[src/rtl/mem_access_unit_pkg.sv]
// mem_access_unit_pkg: shared FSM encoding, IR field layout and control-unit opcode constants
package mem_access_unit_pkg;
  typedef enum logic [1:0] {IDLE, REQ, DONE} state_t;
  localparam int OPC_HI = 31;
  localparam int OPC_LO = 26;
  localparam int RS_HI = 25;
  localparam int RS_LO = 21;
  localparam int RT_HI = 20;
  localparam int RT_LO = 16;
  localparam int RD_HI = 15;
  localparam int RD_LO = 11;
  localparam int IMM_HI = 15;
  localparam int IMM_LO = 0;
  localparam int FUNCT_HI = 5;
  localparam int FUNCT_LO = 0;
  localparam logic [5:0] OP_RTYPE = 6'h00;
  localparam logic [5:0] OP_LW = 6'h01;
  localparam logic [5:0] OP_SW = 6'h02;
  localparam logic [5:0] OP_ADDI = 6'h03;
  localparam logic [5:0] OP_SUBI = 6'h04;
  localparam logic [5:0] OP_BEQ = 6'h05;
  localparam logic [5:0] OP_J = 6'h06;
  localparam logic [5:0] FUNCT_FIRST = 6'h32;
  localparam logic [5:0] FUNCT_LAST = 6'h37;
  function automatic logic word_aligned(input logic [1:0] lsb);
    return lsb == 2'b00;
  endfunction
endpackage

[src/rtl/mem_access_unit_ir_field_split.sv]
// ir_field_split: combinational decode of an instruction word into its fields
module ir_field_split
  import mem_access_unit_pkg::*;
(
  input  logic [31:0] ir,
  output logic [5:0]  opcode,
  output logic [4:0]  rs,
  output logic [4:0]  rt,
  output logic [4:0]  rd,
  output logic [5:0]  funct,
  output logic [15:0] imm16
);
  assign opcode = ir[OPC_HI:OPC_LO];
  assign rs = ir[RS_HI:RS_LO];
  assign rt = ir[RT_HI:RT_LO];
  assign rd = ir[RD_HI:RD_LO];
  assign funct = ir[FUNCT_HI:FUNCT_LO];
  assign imm16 = ir[IMM_HI:IMM_LO];
endmodule

[src/rtl/mem_access_unit.sv]
// mem_access_unit: address select, req/ack bus transaction with timeout, IR/MDR load
module mem_access_unit
  import mem_access_unit_pkg::*;
#(
  parameter int ADDR_W = 32,
  parameter int DATA_W = 32,
  parameter int TIMEOUT = 15
) (
  input  logic              clock,
  input  logic              reset,
  input  logic              mem_read,
  input  logic              mem_write,
  input  logic              ior_d,
  input  logic              ir_write,
  input  logic [ADDR_W-1:0] pc,
  input  logic [ADDR_W-1:0] alu_out,
  input  logic [DATA_W-1:0] store_data,
  output logic              bus_req,
  output logic              bus_we,
  output logic [ADDR_W-1:0] bus_addr,
  output logic [DATA_W-1:0] bus_wdata,
  input  logic              bus_ack,
  input  logic [DATA_W-1:0] bus_rdata,
  output logic [DATA_W-1:0] ir,
  output logic [5:0]        opcode,
  output logic [5:0]        funct,
  output logic [4:0]        rs,
  output logic [4:0]        rt,
  output logic [4:0]        rd,
  output logic [15:0]       imm16,
  output logic [DATA_W-1:0] mdr,
  output logic              busy,
  output logic              bus_err
);
  state_t state_q, state_d;
  logic [7:0] cnt_q, cnt_d;
  logic dst_ir_q, dst_ir_d;
  logic req_d, we_d, err_d;
  logic [ADDR_W-1:0] addr, addr_d;
  logic [DATA_W-1:0] wdata_d, ir_d, mdr_d;
  assign addr = ior_d ? alu_out : pc;
  assign busy = state_q != IDLE;
  // next-state and next-register values; a request is accepted only from IDLE
  always_comb begin
    state_d = state_q;
    cnt_d = cnt_q;
    dst_ir_d = dst_ir_q;
    req_d = bus_req;
    we_d = bus_we;
    addr_d = bus_addr;
    wdata_d = bus_wdata;
    ir_d = ir;
    mdr_d = mdr;
    err_d = 1'b0;
    case (state_q)
      IDLE: if (mem_read | mem_write) begin
        err_d = ~word_aligned(addr[1:0]) | (mem_read & mem_write);
        if (word_aligned(addr[1:0])) begin
          state_d = REQ;
          req_d = 1'b1;
          we_d = mem_write;
          addr_d = addr;
          wdata_d = store_data;
          dst_ir_d = ir_write & ~mem_write;
          cnt_d = 8'd0;
        end
      end
      REQ: if (bus_ack) begin
        state_d = DONE;
        req_d = 1'b0;
        ir_d = (!bus_we && dst_ir_q) ? bus_rdata : ir;
        mdr_d = (!bus_we && !dst_ir_q) ? bus_rdata : mdr;
      end else if (cnt_q == 8'(TIMEOUT)) begin
        state_d = IDLE;
        req_d = 1'b0;
        err_d = 1'b1;
      end else cnt_d = cnt_q + 8'd1;
      DONE: state_d = IDLE;
      default: state_d = IDLE;
    endcase
  end
  // register all state and bus outputs; reset abandons any transaction
  always_ff @(posedge clock) begin
    if (reset) begin
      state_q <= IDLE;
      cnt_q <= 8'd0;
      dst_ir_q <= 1'b0;
      bus_req <= 1'b0;
      bus_we <= 1'b0;
      bus_addr <= '0;
      bus_wdata <= '0;
      ir <= '0;
      mdr <= '0;
      bus_err <= 1'b0;
    end else begin
      state_q <= state_d;
      cnt_q <= cnt_d;
      dst_ir_q <= dst_ir_d;
      bus_req <= req_d;
      bus_we <= we_d;
      bus_addr <= addr_d;
      bus_wdata <= wdata_d;
      ir <= ir_d;
      mdr <= mdr_d;
      bus_err <= err_d;
    end
  end
  ir_field_split u_split (
    .ir(ir[31:0]),
    .opcode(opcode),
    .rs(rs),
    .rt(rt),
    .rd(rd),
    .funct(funct),
    .imm16(imm16)
  );
endmodule

[config.mk]
export PLATFORM = sky130hd
export DESIGN_NAME = mem_access_unit
export DESIGN_NICKNAME = d
export VERILOG_FILES = /design/src/rtl/mem_access_unit_pkg.sv /design/src/rtl/mem_access_unit_ir_field_split.sv /design/src/rtl/mem_access_unit.sv
export SDC_FILE = /design/constraint.sdc
export NUM_CORES = 1
export LEC_CHECK = 0
export ABC_CLOCK_PERIOD_IN_PS = 2280
export BUFFER_PORTS_ARGS = -buffer_cell sky130_fd_sc_hd__clkbuf_2
export CORE_MARGIN = 1.5
export CORE_UTILIZATION = 40
export DETAILED_ROUTE_END_ITERATION = 10
export PLACE_DENSITY_LB_ADDON = 0.25
export SYNTH_ARGS = -nofsm -noshare
export SYNTH_HDL_FRONTEND = slang
export SYNTH_SLANG_ARGS = --single-unit
[constraint.sdc]
create_clock -name clock -period 2.28 [get_ports clock]
set_input_delay 0.228 -clock clock [delete_from_list [all_inputs] [get_ports clock]]
set_output_delay 0.228 -clock clock [all_outputs]
set_load 0.01 [all_outputs]
==> reports/metrics.cfg, run 1 <==
[outcome]
status = completed

[logic_synthesis]
async_flop_share = 0
yosysSeqAreaShare = 0.5003
synth_ff_type = dfxtp_1
synth_common_cells = nand2_1 (200), dfxtp_1 (142), a21oi_1 (109)
synth_edf_count = 0
synthCells = 683
synth_top_area_cell = dfxtp_1
synth_cell_types = 35
yosysMostFrequentCell = nand2_1
synth_nets = 819
synth_seq_cells = 142
synth_area_leaders = dfxtp_1 (50%), nand2_1 (13%), a21oi_1 (9.6%), buf_4 (6.2%), mux2i_1 (5.3%)
yosys.area.top_type_share = 0.5003
synth.avg_cell_area_um2 = 8.319
synthesis.area_um2 = 5682
yosysWarningCount = 0

[pwr]
max-vdd-ir-drop_uv = 445.7
p_per_area_nw_per_um2 = 763.7
p_clk_frac = 0.454
p_leak_nw = 3.477
power_switching_share = 0.2360
power_frac_seq = 0.447
p_sw_mw = 1.382
p_comb_frac = 0.098
intPower_mw = 4.473

[placement]
port_buffers = 309
pre_cts_ws_ps = 417.9
gp_congestion = 0.8370
place_area_um2 = 7084
post-dp-hpwl_um = 11530

[timing]
max_freq_mhz = 550.1
finClkSkew_ps = 4.897
finalHoldViolCount = 0
finalSetupTns_ps = 0
timing.final.crit_share = 0.7973
relSlewSlack = 0.6409
rsz0062_at_grt = no
finalSetupViolCount = 0
finalMaxSlewViolations = 0
fin_crit_ps = 1818
tightest_slew_ps = 533.7
setup_ws_ps = 462.2
fin_hold_ws_ps = 32.35

[clock_network]
clk_pin_slew_ps = 60
cts_tree = built
cts_buffers = 17
postCtsHoldBufs = 0
cts_sinks = 142
clock_latency_ps = 410
cts_root_buffer = clkbuf_16
clockBufferDepth = 2
postCtsSetupBuffers = 0
cts_max_level = 4
ctsResizeCount = 0

[min_path]
hold_path_class = in2reg
hold_path_depth = 3
min_from = store_data[12]

[worst_setup_path]
cp_max_fo = 8
critPathRequiredTime_ps = 2600
critPathCaptureType = register
r2r_slack_ps = 460
startpoint = cnt_q[0]
r2r_cells = 5
r2r_start = cnt_q[0]
startpoint_type = register
criticalPathCategory = reg2reg
arrival_ps = 2140

[final_layout]
multiInputGateArea_um2 = 2321
n_antenna_cell = 0
drive_above_1_share = 0.3816
synthToLayoutAreaGrowth_pct = 34.93
fillCellCount = 1368
nets = 1069
regArea_um2 = 2843
fin_util = 0.5523
fin_area_um2 = 7666

[floorplan]
die_y_um = 122.2
coreArea_um2 = 13880
dieWidth_um = 122.2
num_rows = 43
start_util = 0.4093
io_pins = 310
dieArea_um2 = 14930

[grt]
track_usage = 0.2072
grt_overflow = 0
grt_pass1_wl_um = 24000
grt_pass1_vias = 4889
grt_max_degree = 64
antenna_found_initial = 0

[routing]
wl_um = 15780
remaining_drc_errors = 0
first_pass_iters = 4
drt_iter0_markers = 207
viasPerCell = 4.806
ant_nets = 0
wl_per_cell_um = 14.01
num_vias = 5412

[run]
cap_violations = 0

-- cell type report --
cell class / count / area share
timing repair buffer: 322 / 0.2197
sequential: 142 / 0.3708
inverter: 3 / 0.001469
clock inverter: 8 / 0.01045
tap: 180 / 0.02938
multi-input combinational: 447 / 0.3028
clock buffer: 24 / 0.06545
-- registers in the layout (all words and copies together), names as in the netlist --
name,flops
bus_addr,32
bus_err,1
bus_req,1
bus_wdata,32
bus_we,1
cnt_q,8
dst_ir_q,1
ir,32
mdr,32
state_q,2
-- power groups by stage --
stage	registers [mW]	logic (mW)	clock network [mW]
finish	2.62	0.577	2.66
global placement	2.67	0.581	0
floorplan	2.71	0.258	0
CTS	2.62	0.587	2.73
global route	2.63	0.639	2.84
detailed placement	2.67	0.586	0
-- cells in the final DEF (no fill, tap or decap), drive strengths merged, types with 3 or more instances in the layout --
| master | Yosys | routed |
|---|---|---|
| clkinvlp | 0 | 3 |
| mux2i | 30 | 30 |
| nor3b | 3 | 3 |
| a311oi | 3 | 3 |
| nor3 | 3 | 3 |
| a21oi | 109 | 109 |
| a211oi | 30 | 30 |
| inv | 3 | 4 |
| buf | 64 | 14 |
| and3 | 5 | 5 |
| nand3 | 3 | 3 |
| clkbuf | 27 | 332 |
| nor2 | 34 | 34 |
| clkinv | 0 | 3 |
| dfxtp | 142 | 142 |
| nand2 | 201 | 201 |
| o21ai | 5 | 5 |
-- logic make-up (layout without fill, tap and decap cells) --
family                     after synthesis  in the layout  share of synthesized area
muxes                                   30             30                    0.05285
adders and majority gates                1              1                   0.002202
AOI/OAI and AO/OA                      155            155                     0.1583
DFF                                    142            142                     0.5003
buffers and inverters                   94            357                    0.09690
and+or+nand+nor                        261            261                     0.1894
-- per-layer routing --
metal  share of wire  GRT usage  wire [um]
met4           0.013    0.06541        206
met3           0.078    0.07303       1233
met2            0.50     0.3701       7850
met1            0.41     0.2297       6485
met5               0          0          0
-- per-stage QoR --
stage                     instances  power [mW]
after floorplan                 683       2.966
after global placement         1094       3.251
after detailed placement       1094       3.258
after CTS                      1126       5.934
after global routing           1126       6.109
final                          1126       5.854
-- path summary, 6_finish.rpt --
| check | endpoint |
|---|---|
| hold reg to reg | bus_wdata[5] |
| setup / recovery | cnt_q[5] |
| setup reg to reg | cnt_q[5] |
| hold / removal | bus_wdata[12] |
-- worst max-delay path: stages, from the launching register on --
cell and delay [ps]:
dfxtp_1 330, ha_1 230, and3_1 230, a211o_2 380, or4_1 480, o311ai_1 80
Note: power is estimated with default switching activity, not from simulation.
==> inputs of run 2 (changes only) <==
- ABC_CLOCK_PERIOD_IN_PS: 2280 -> 1900
- clock period: 2.28 -> 1.9 ns (I/O delays scaled with it)
==> reports/metrics.cfg, run 2 (synthesized netlist as in run 1, its figures left out) <==
[timing]
finalSetupTns_ps = 0  ; unchanged
tightest_slew_ps = 473.1  ; -60.62 ps
relSlewSlack = 0.6846  ; +0.04369
finalHoldViolCount = 0  ; unchanged
fin_crit_ps = 1743  ; -74.86 ps
rsz0062_at_grt = no
finalMaxSlewViolations = 0  ; unchanged
finalSetupViolCount = 0  ; unchanged
max_freq_mhz = 573.8  ; +4.3%
timing.final.crit_share = 0.9173  ; +0.1201
finClkSkew_ps = 4.773  ; -0.1243 ps

[min_path]
hold_path_class = in2reg

[pwr]
p_leak_nw = 3.723  ; +7.1%
max-vdd-ir-drop_uv = 499.0  ; +12%
total_power_mw = 7.083  ; +21%
p_per_area_nw_per_um2 = 859.6  ; +13%

[routing]
num_vias = 5694  ; +5.2%
first_pass_iters = 4  ; unchanged
ant_nets = 0  ; unchanged
remaining_drc_errors = 0  ; unchanged
drt_iter0_markers = 276  ; +33%
wl_per_cell_um = 13.74  ; -1.9%
wl_um = 16230  ; +2.9%
viasPerCell = 4.821  ; +0.31%

[worst_setup_path]
startpoint_type = register
critPathCaptureType = register
cpPeakStageDelay_ps = 460  ; -20 ps
path_cells = ha_1 > and3_1 > a211o_2 > or4_1 > o311ai_1
arrival_ps = 2060  ; -80 ps
cp_max_fo = 5  ; -3
critPathRequiredTime_ps = 2220  ; -380 ps
slowest_stage = or4_1
criticalPathCategory = reg2reg

[floorplan]
dieArea_um2 = 14930  ; unchanged
die_y_um = 122.2  ; unchanged
io_pins = 310  ; unchanged
coreArea_um2 = 13880  ; unchanged
dieWidth_um = 122.2  ; unchanged
num_rows = 43  ; unchanged
start_util = 0.4093  ; unchanged

[clock_network]
clockBufferDepth = 2  ; unchanged
clock_latency_ps = 410  ; about the same
clk_pin_slew_ps = 60  ; about the same
cts_buffers = 17  ; unchanged
cts_root_buffer = clkbuf_16
cts_tree = built
cts_sinks = 142  ; unchanged
cts_max_level = 4  ; unchanged

[grt]
grt_pass1_wl_um = 25010  ; +4.2%
grt_pass1_vias = 5191  ; +6.2%
antenna_found_initial = 0  ; unchanged
grt_max_degree = 64  ; unchanged
track_usage = 0.2136  ; +0.006446
grt_overflow = 0  ; unchanged

[outcome]
status = completed

[run]
cap_violations = 0  ; unchanged

[placement]
port_buffers = 309  ; unchanged
post-dp-hpwl_um = 11510  ; -0.14%
gp_congestion = 0.8261  ; -1.3%

[final_layout]
synthToLayoutAreaGrowth_pct = 45.01
layout_common_cells = clkbuf_2 (308), nand2_1 (200), dfxtp_1 (142)
layout_commonest_cell = clkbuf_2
nets = 1128  ; +5.5%
n_antenna_cell = 0  ; unchanged
drive_above_1_share = 0.3616  ; -0.01997

run 2: cell types whose count changed in the layout (fill, tap and decap cells not counted):
cell           previous run  this run
dlygate4sd3_1             0        54
buf_4                    11        14
clkbuf_8                  5         2
buf_12                    3         5
clkinvlp_4                3         1
bufinv_16                 1         2
clkinv_2                  2         3
inv_6                     1         0
run 2: worst paths after layout:
path / from / endpoint / slack [ps] / cells after the start
worst min register to register: mdr[4] / mdr[4] / 450 / 2
worst max-delay path: cnt_q[0] / cnt_q[5] / 160 / 5
worst max register to register: cnt_q[0] / cnt_q[5] / 160 / 5
worst min-delay path: bus_rdata[8] / ir[8] / 20 / 3
run 2: worst max-delay path: cells and delay by family, from the launching register on:
family	cells	cell delay, ps
flops	1	330
simple gates	2	700
fa+ha+maj	1	240
compound gates	2	390
run 2: what timing repair did:
| action | 4_1_cts | 5_1_grt |
|---|---|---|
| setup buffers | 0 | 0 |
| hold buffers | 54 | 0 |
| hold endpoints to repair | 64 | 0 |
| resized for setup | 0 | 0 |
run 2: where the power goes:
group / total [mW] / internal [mW] / switching (mW)
Sequential: 3.14 / 3.09 / 0.0567
Clock: 3.14 / 1.96 / 1.18
Combinational: 0.796 / 0.385 / 0.412
Total: 7.08 / 5.44 / 1.65
run 2: routing by layer:
metal | vias up | track usage | wire, um
met3 | 29 | 0.07444 | 1376
met4 | 0 | 0.09230 | 392
met5 | - | 0 | 0
met1 | 2555 | 0.2341 | 6432
li1 | 2871 | - | -
met2 | 239 | 0.3736 | 8027
run 2: final cells by class:
| cell class | count | area (um2) |
|---|---|---|
| fillers | 1299 | 5642 |
| flip-flops and latches | 142 | 2843 |
| multi-input cells | 447 | 2321 |
| repair buffers | 381 | 2287 |
| clock buffers | 21 | 460.4 |
| well taps | 180 | 225.2 |
| clock inverters | 7 | 91.34 |
| inverters | 3 | 11.26 |
run 2: through the flow:
| stage | cells | setup slack, ps | area [um2] | hold slack, ps | utilization |
|---|---|---|---|---|---|
| floorplan | 683 | 177.3 | 5682 | 326.0 | - |
| global placement | 1099 | 195.4 | 7147 | 414.0 | 0.5149 |
| detailed placement | 1099 | 173.1 | 7147 | 418.9 | 0.5149 |
| CTS | 1181 | 157.0 | 8239 | 0.1741 | 0.5936 |
| global route | 1181 | 77.70 | 8239 | 15.31 | 0.5936 |
| finish | 1181 | 157.1 | 8239 | 22.83 | 0.5936 |
